## src/rtl/fetch_sequencer.sv

```systemverilog
// Instruction-fetch sequencer: owns the PC, runs the imem req/ack handshake,
// loads the IF/ID register and applies stall, flush and branch/jump redirects.
//
// state | meaning
// IDLE  | one cycle after reset, no request outstanding
// REQ   | request on imem, address held until ack
// HOLD  | fetched word parked in the hold buffer while decode stalls
module fetch_sequencer #(
  parameter int unsigned       ADDR_W   = 32,
  parameter logic [ADDR_W-1:0] RESET_PC = '0,
  parameter logic [31:0]       NOP_WORD = 32'h0000_0000
) (
  input  logic              clk,
  input  logic              reset,
  input  logic              stall,
  input  logic              branch_taken,
  input  logic [ADDR_W-1:0] branch_target,
  input  logic              jump,
  input  logic [ADDR_W-1:0] jump_target,
  output logic              imem_req,
  output logic [ADDR_W-1:0] imem_addr,
  input  logic              imem_ack,
  input  logic [31:0]       imem_data,
  output logic [31:0]       Instruccion,
  output logic [ADDR_W-1:0] if_pc_plus4,
  output logic              if_valid
);

  typedef enum logic [1:0] {
    S_IDLE = 2'd0,
    S_REQ  = 2'd1,
    S_HOLD = 2'd2
  } state_t;

  localparam logic [ADDR_W-1:0] ADDR_STEP  = ADDR_W'(4);
  localparam logic [ADDR_W-1:0] ALIGN_MASK = ~ADDR_W'(3);

  state_t            state_q;
  logic              req_q;
  logic [ADDR_W-1:0] addr_q;
  logic [31:0]       instr_q;
  logic [ADDR_W-1:0] pc4_q;
  logic              valid_q;
  logic [31:0]       hold_instr_q;
  logic [ADDR_W-1:0] hold_pc4_q;
  logic              hold_valid_q;
  logic              redir_pend_q;
  logic [ADDR_W-1:0] redir_tgt_q;

  logic              redir_d;
  logic [ADDR_W-1:0] redir_tgt_d;
  logic [ADDR_W-1:0] addr_plus4_d;

  // Redirect request with jump taking priority; targets are word aligned.
  always_comb begin
    redir_d      = jump | branch_taken;
    redir_tgt_d  = (jump ? jump_target : branch_target) & ALIGN_MASK;
    addr_plus4_d = addr_q + ADDR_STEP;
  end

  // Fetch FSM with registered handshake and IF/ID outputs.
  always_ff @(posedge clk) begin
    if (reset) begin
      state_q      <= S_IDLE;
      req_q        <= 1'b0;
      addr_q       <= RESET_PC;
      instr_q      <= NOP_WORD;
      pc4_q        <= '0;
      valid_q      <= 1'b0;
      hold_instr_q <= NOP_WORD;
      hold_pc4_q   <= '0;
      hold_valid_q <= 1'b0;
      redir_pend_q <= 1'b0;
      redir_tgt_q  <= '0;
    end else begin
      case (state_q)
        S_IDLE: begin
          // Acks seen here belong to a request aborted by reset: ignored.
          state_q <= S_REQ;
          req_q   <= 1'b1;
          if (redir_d) begin
            addr_q  <= redir_tgt_d;
            valid_q <= 1'b0;
            instr_q <= NOP_WORD;
          end
        end

        S_REQ: begin
          if (redir_d) begin
            // Redirect beats stall and any in-flight data.
            valid_q <= 1'b0;
            instr_q <= NOP_WORD;
            if (imem_ack) begin
              addr_q       <= redir_tgt_d;
              redir_pend_q <= 1'b0;
            end else begin
              // Address must stay put until the memory answers; newest
              // redirect wins if several arrive before that.
              redir_pend_q <= 1'b1;
              redir_tgt_q  <= redir_tgt_d;
            end
          end else if (redir_pend_q) begin
            // Word for the abandoned address is dropped on arrival.
            if (imem_ack) begin
              addr_q       <= redir_tgt_q;
              redir_pend_q <= 1'b0;
            end
          end else if (imem_ack) begin
            if (stall) begin
              hold_instr_q <= imem_data;
              hold_pc4_q   <= addr_plus4_d;
              hold_valid_q <= 1'b1;
              state_q      <= S_HOLD;
              req_q        <= 1'b0;
            end else begin
              instr_q <= imem_data;
              pc4_q   <= addr_plus4_d;
              valid_q <= 1'b1;
              addr_q  <= addr_plus4_d;
            end
          end else if (!stall) begin
            // Memory still busy: push a bubble into decode.
            valid_q <= 1'b0;
            instr_q <= NOP_WORD;
          end
        end

        S_HOLD: begin
          if (redir_d) begin
            hold_valid_q <= 1'b0;
            valid_q      <= 1'b0;
            instr_q      <= NOP_WORD;
            addr_q       <= redir_tgt_d;
            state_q      <= S_REQ;
            req_q        <= 1'b1;
          end else if (!stall) begin
            instr_q      <= hold_instr_q;
            pc4_q        <= hold_pc4_q;
            valid_q      <= hold_valid_q;
            hold_valid_q <= 1'b0;
            addr_q       <= hold_pc4_q;
            state_q      <= S_REQ;
            req_q        <= 1'b1;
          end
        end

        default: begin
          state_q <= S_IDLE;
          req_q   <= 1'b0;
        end
      endcase
    end
  end

  assign imem_req    = req_q;
  assign imem_addr   = addr_q;
  assign Instruccion = instr_q;
  assign if_pc_plus4 = pc4_q;
  assign if_valid    = valid_q;

endmodule

```

## config.mk

```make
export PLATFORM = sky130hd
export DESIGN_NAME = fetch_sequencer
export DESIGN_NICKNAME = d
export VERILOG_FILES = /design/src/rtl/fetch_sequencer.sv
export SDC_FILE = /design/constraint.sdc
export NUM_CORES = 1
export LEC_CHECK = 0
export ABC_AREA = 1
export ABC_CLOCK_PERIOD_IN_PS = 3000
export BUFFER_PORTS_ARGS = -buffer_cell sky130_fd_sc_hd__buf_2
export CAP_MARGIN = 40
export CORE_ASPECT_RATIO = 0.9
export CORE_MARGIN = 1
export CORE_UTILIZATION = 57
export DETAILED_ROUTE_END_ITERATION = 8
export PLACE_DENSITY = 0.93
export SYNTH_ARGS = -nofsm -noshare
export SYNTH_HDL_FRONTEND = slang
export SYNTH_SLANG_ARGS = --single-unit
```

## constraint.sdc

```tcl
create_clock -name clk -period 3 [get_ports clk]
set_clock_uncertainty 0.1 [all_clocks]
set_input_delay 0.6 -clock clk [delete_from_list [all_inputs] [get_ports clk]]
set_output_delay 0.6 -clock clk [all_outputs]
set_load 0.01 [all_outputs]
```

[Yosys cells after proc, flatten, opt, wreduce, memory -nomap -nowiden]
Cells that the tools add are included.
Cells by class
  $add $sub $neg: 1
  equal/unequal tests: 14
  muxes and demuxes: 55
  bitwise operators: 4
  reductions and logical operators: 10
Operators with widths (count)
  32-bit 2-to-1 mux: 21
  32-bit case mux with 3 select lines: 2
  32-bit case mux with 2 select lines: 1
  32-bit by 3-bit adder with 32-bit output (second input constant): 1
  1-bit 2-to-1 mux: 21
  5-bit AND reduction: 4
  2-bit != test (second input constant): 8
  2-bit 2-to-1 mux: 6
  3-bit != test (second input constant): 3
  7-bit AND reduction: 1
  1-bit case mux with 3 select lines: 2
  2-bit case mux with 3 select lines: 1
  6-bit AND reduction: 1
  4-bit != test (second input constant): 1
  1-bit inverter: 3
  3-bit AND reduction: 1
  3-bit nonzero test: 1
  2-bit by 1-bit == test with 1-bit output (second input constant): 1
  2-bit == test (second input constant): 1
  2-bit logical NOT: 1
  1-bit case mux with 2 select lines: 1
  2-bit nonzero test: 1
  1-bit bitwise OR: 1
Storage, ports and cells
  register bits after elaboration: 196
  input bits: 102
  output and inout port bits: 98
  logic and storage cells: 95

[Depth between registers and ports, before layout]
  depth in word-level cells: 6
  mapped depth: 13
  depth with buffers taken out: 12

[Worst setup path before layout]
No wires, ideal clock.
  kind: reg-to-reg
  start: register imem_req (netlist name)
  end: register addr_q[5], in the netlist imem_addr[5]
  library setup time: 0.119 ns
  data arrival time: 1.751 ns
  setup slack: 1.030 ns
  stages on the path, launching flop included: 13
  period minus slack after synthesis: 1.970 ns
  cell sequence: dfxtp_1 > inv_1 > ha_1 > buf_2 > inv_2 > nor2_4 > nand2_2 > nand2_1 > inv_2 > nand3_4 > buf_2 > a211oi_1 > nor2_1
RTL lines
  to (signal assigned): line 82  | addr_q <= redir_tgt_d;
  to (signal assigned): line 94  | addr_q <= redir_tgt_d;
  to (signal assigned): line 105  | addr_q <= redir_tgt_q;
  to (decl): line 40  | logic [ADDR_W-1:0] addr_q;

[Worst setup path in the final report]
  start: register state_q[1]
  end: register instr_q[0], in the netlist Instruccion[0]
On the way
  word-level cells in the longest chain between the ends: 3
Ends and longest elaborated chain
  from (decl): line 38  | state_t state_q;
  from (signal assigned): line 64  | state_q <= S_IDLE;
  from (signal assigned): line 79  | state_q <= S_REQ;
  from (signal assigned): line 113  | state_q <= S_HOLD;
  2-bit by 1-bit == test with 1-bit output, or another cell as far along: line 76  | case (state_q)
  3-bit != test (no source line), or another cell as far along
  5-bit AND reduction (no source line)
  to (signal assigned): line 116  | instr_q <= imem_data;
  to (signal assigned): line 137  | instr_q <= hold_instr_q;
  to (decl): line 41  | logic [31:0] instr_q;
Parallel ways exist; a longest one is shown, timed or not.
A chain may end at the register's enable or synchronous reset.

==> impl_metrics.yaml <==
worst_setup_path:
  r2r_end: "Instruccion[0]"
  reg2reg_slack_ns: 0.43
  end_kind: "register"
  worst_r2r_path_depth: 9
  start_kind: "register"
  required_ns: 3.27
  path_class: "register to register"
  rr_startpoint: "state_q[1]"
  crit_fanout: 22
  arrival_ns: 2.84
place:
  numPortBuffers: 195
  dpl.cell_count: 1794
  routabilityCongestion: 0.9980
  dp_worst_setup_slack_ns: 0.3301
  dpl.hpwl_um: 19820
cts:
  path_clk_slew_ns: 0.08
  clock_sinks: 195
  tritoncts.num_buffers: 17
  cts_htree_levels: 4
  cts_buffer_depth: 2
  hold_buffers: 0
  postCtsSetupBuffers: 0
  insertion_delay_ns: 0.45
  tritoncts: "yes"
  cts_root_buf: "clkbuf_16"
  ctsResizeCount: 0
route:
  drtIter0Drc: 1362
  vias_per_cell: 5.865
  drc: 0
  wl_um: 30330
  wl_per_cell_um: 16.61
  drtAntennaViolNets: 0
  vias: 10710
  dr.pass1.iters: 8
logic_synthesis:
  ys_warn_count: 0
  synthMuxAreaShare_pct: 0.3071
  post_synth_inst_count: 1460
  yosys_register_bits: 195
  avgSynthCellArea_um2: 6.698
  synth-compound-area-share_pct: 25.41
  synth.distinct_cells: 37
  synth_area_leaders: "dfxtp_1 40%, nand2_1 16%, a21oi_1 10%, o21ai_0 6.3%, inv_1 4.3%"
  synth_top_area_cell: "dfxtp_1"
  syn-num-nets: 1567
  synth_adder_area_share_pct: 0.6397
  synth_top_family_by_area: "compound AO/OA/AOI/OAI gates"
  yosysTopAreaCellShare_pct: 39.92
  netlist_area_um2: 9779
  ys_seq_area_share_pct: 39.92
  synth-xor-area-share_pct: 0.6269
  synthSimpleGateAreaFrac_pct: 23.98
status:
  outcome: "complete, no violations"
floorplanning:
  core_area_um2: 16830
  dieHeight_um: 126.3
  die-area_um2: 17690
  start_util_pct: 58.09
  io_pins: 200
  rows: 45
  dieWidth_um: 140.1
global_route:
  grt_pass1_wl_um: 49210
  grt_pass1_vias: 10047
  grt.total_usage_pct: 34.73
  grt-ovfl-total: 0
  grt_max_degree: 73
  antenna_found_initial: 0
cells_and_area:
  fillerInstances: 1422
  n_antenna_cell: 0
  nets: 1709
  fin_cells: 1826
  final_common_cell: "nand2_1"
  areaGrowthSynthToFinish_pct: 16.61
  final_cell_mix: "423 x nand2_1, 205 x a21oi_1, 195 x dfxtp_1, 195 x buf_2, 123 x o21ai_0"
  drive_gt1_share_pct: 17.40
hold_path:
  min_to: "hold_instr_q[3]"
  min_path_type: "input port to register"
  worstHoldPathCells: 3
  hold_start: "imem_data[3]"
flow_run:
  drv_cap: 0
timing:
  fin_crit_sh_pct: 85.75
  slew_violations: 0
  finalHoldViolCount: 0
  setup_viol: 0
  hold_slack_ns: 0.2995
  period_needed_ns: 2.573
  slew_headroom_pct: 39.78
  timing.final.ws_setup_ns: 0.4274
  worst_pin_slew_ns: 0.9023
  max_freq_ghz: 0.3887
  grt_setup_unrepaired: "no"
  tns_ns: 0
power:
  leakage_nw: 5.101
  power.total_mw: 9.052
  p_per_area_nw_per_um2: 793.8
  ir_worst_vdd_mv: 0.4775
layout make-up:
| type | count | area (um2) | share of cell area (%) |
|---|---|---|---|
| tap | 211 | 264.0 | 2.315 |
| sequential | 195 | 3904 | 34.23 |
| inverter | 121 | 456.7 | 4.005 |
| timing repair buffer | 217 | 1179 | 10.34 |
| clock inverter | 15 | 188.9 | 1.657 |
| clock buffer | 17 | 425.4 | 3.731 |
| multi-input combinational | 1050 | 4986 | 43.72 |
per-stage QoR:
step / cell area, um2 / utilization (%)
floorplan: 9779 / -
global placement: 10770 / 63.97
detailed placement: 10790 / 64.09
CTS: 11400 / 67.74
global route: 11400 / 67.74
finish: 11400 / 67.74
critical path: stages, from the launching register on:
cell     delay [ns]
dfxtp_1        0.35
inv_1          0.09
ha_1           0.29
nand2_2        0.11
buf_4          0.25
inv_2          0.27
nand2_1        0.45
o21ai_0        0.32
nand2_1        0.09
a21oi_1        0.18
synthesized netlist by cell type (all sizes together):
library cell	instances
o221ai	1
o22ai	2
a32o	15
nor2	113
nand2	429
buf	32
a21oi	206
o21bai	1
ha	5
o21ai	164
xnor2	1
nor3	3
nand3	31
or2	4
nand3b	2
dfxtp	195
and2	3
a221oi	21
clkbuf	62
inv	121
a211oi	7
xor2	6
mux2i	3
a31oi	33
worst max-delay path by stage:
stage                    start               to  slack, ns  cells past startpoint
floorplan             imem_req     imem_addr[5]       1.03                     12
global placement          jump   Instruccion[5]       0.38                      9
detailed placement        jump  Instruccion[10]       0.33                      9
CTS                   imem_req  Instruccion[10]       0.48                      8
global route        state_q[1]  Instruccion[10]       0.21                      9
finish              state_q[1]   Instruccion[0]       0.43                      9
layer usage:
layer	up-vias	GRT usage [%]	part of all wire, %
met5	-	0	0
met4	0	17.39	4.0
met3	110	7.224	11
met2	688	55.68	45
met1	4802	44.45	39
li1	5110	-	-
cells by family (layout without fill, tap and decap cells):
kind of cell | Yosys count | after routing
xor+xnor | 7 | 7
compound gates | 450 | 450
fa+ha+maj | 5 | 5
mux | 3 | 3
flops | 195 | 195
buf+inv | 215 | 370
simple gates | 585 | 585
flip-flops by register name, summed over array words and instances, names as in the netlist:
register,count
state_q,1
imem_req,1
redir_pend_q,1
hold_instr_q,32
if_valid,1
imem_addr,32
Instruccion,32
if_pc_plus4,32
hold_pc4_q,32
redir_tgt_q,30
hold_valid_q,1
power breakdown:
part	switching (mW)	total, mW	leakage, nW	internal, mW
registers	0.446	3.41	1.58	2.96
logic	2.15	3.24	3.22	1.09
clock network	1.13	2.40	0.296	1.27
Note: power is estimated with default switching activity, not from simulation.
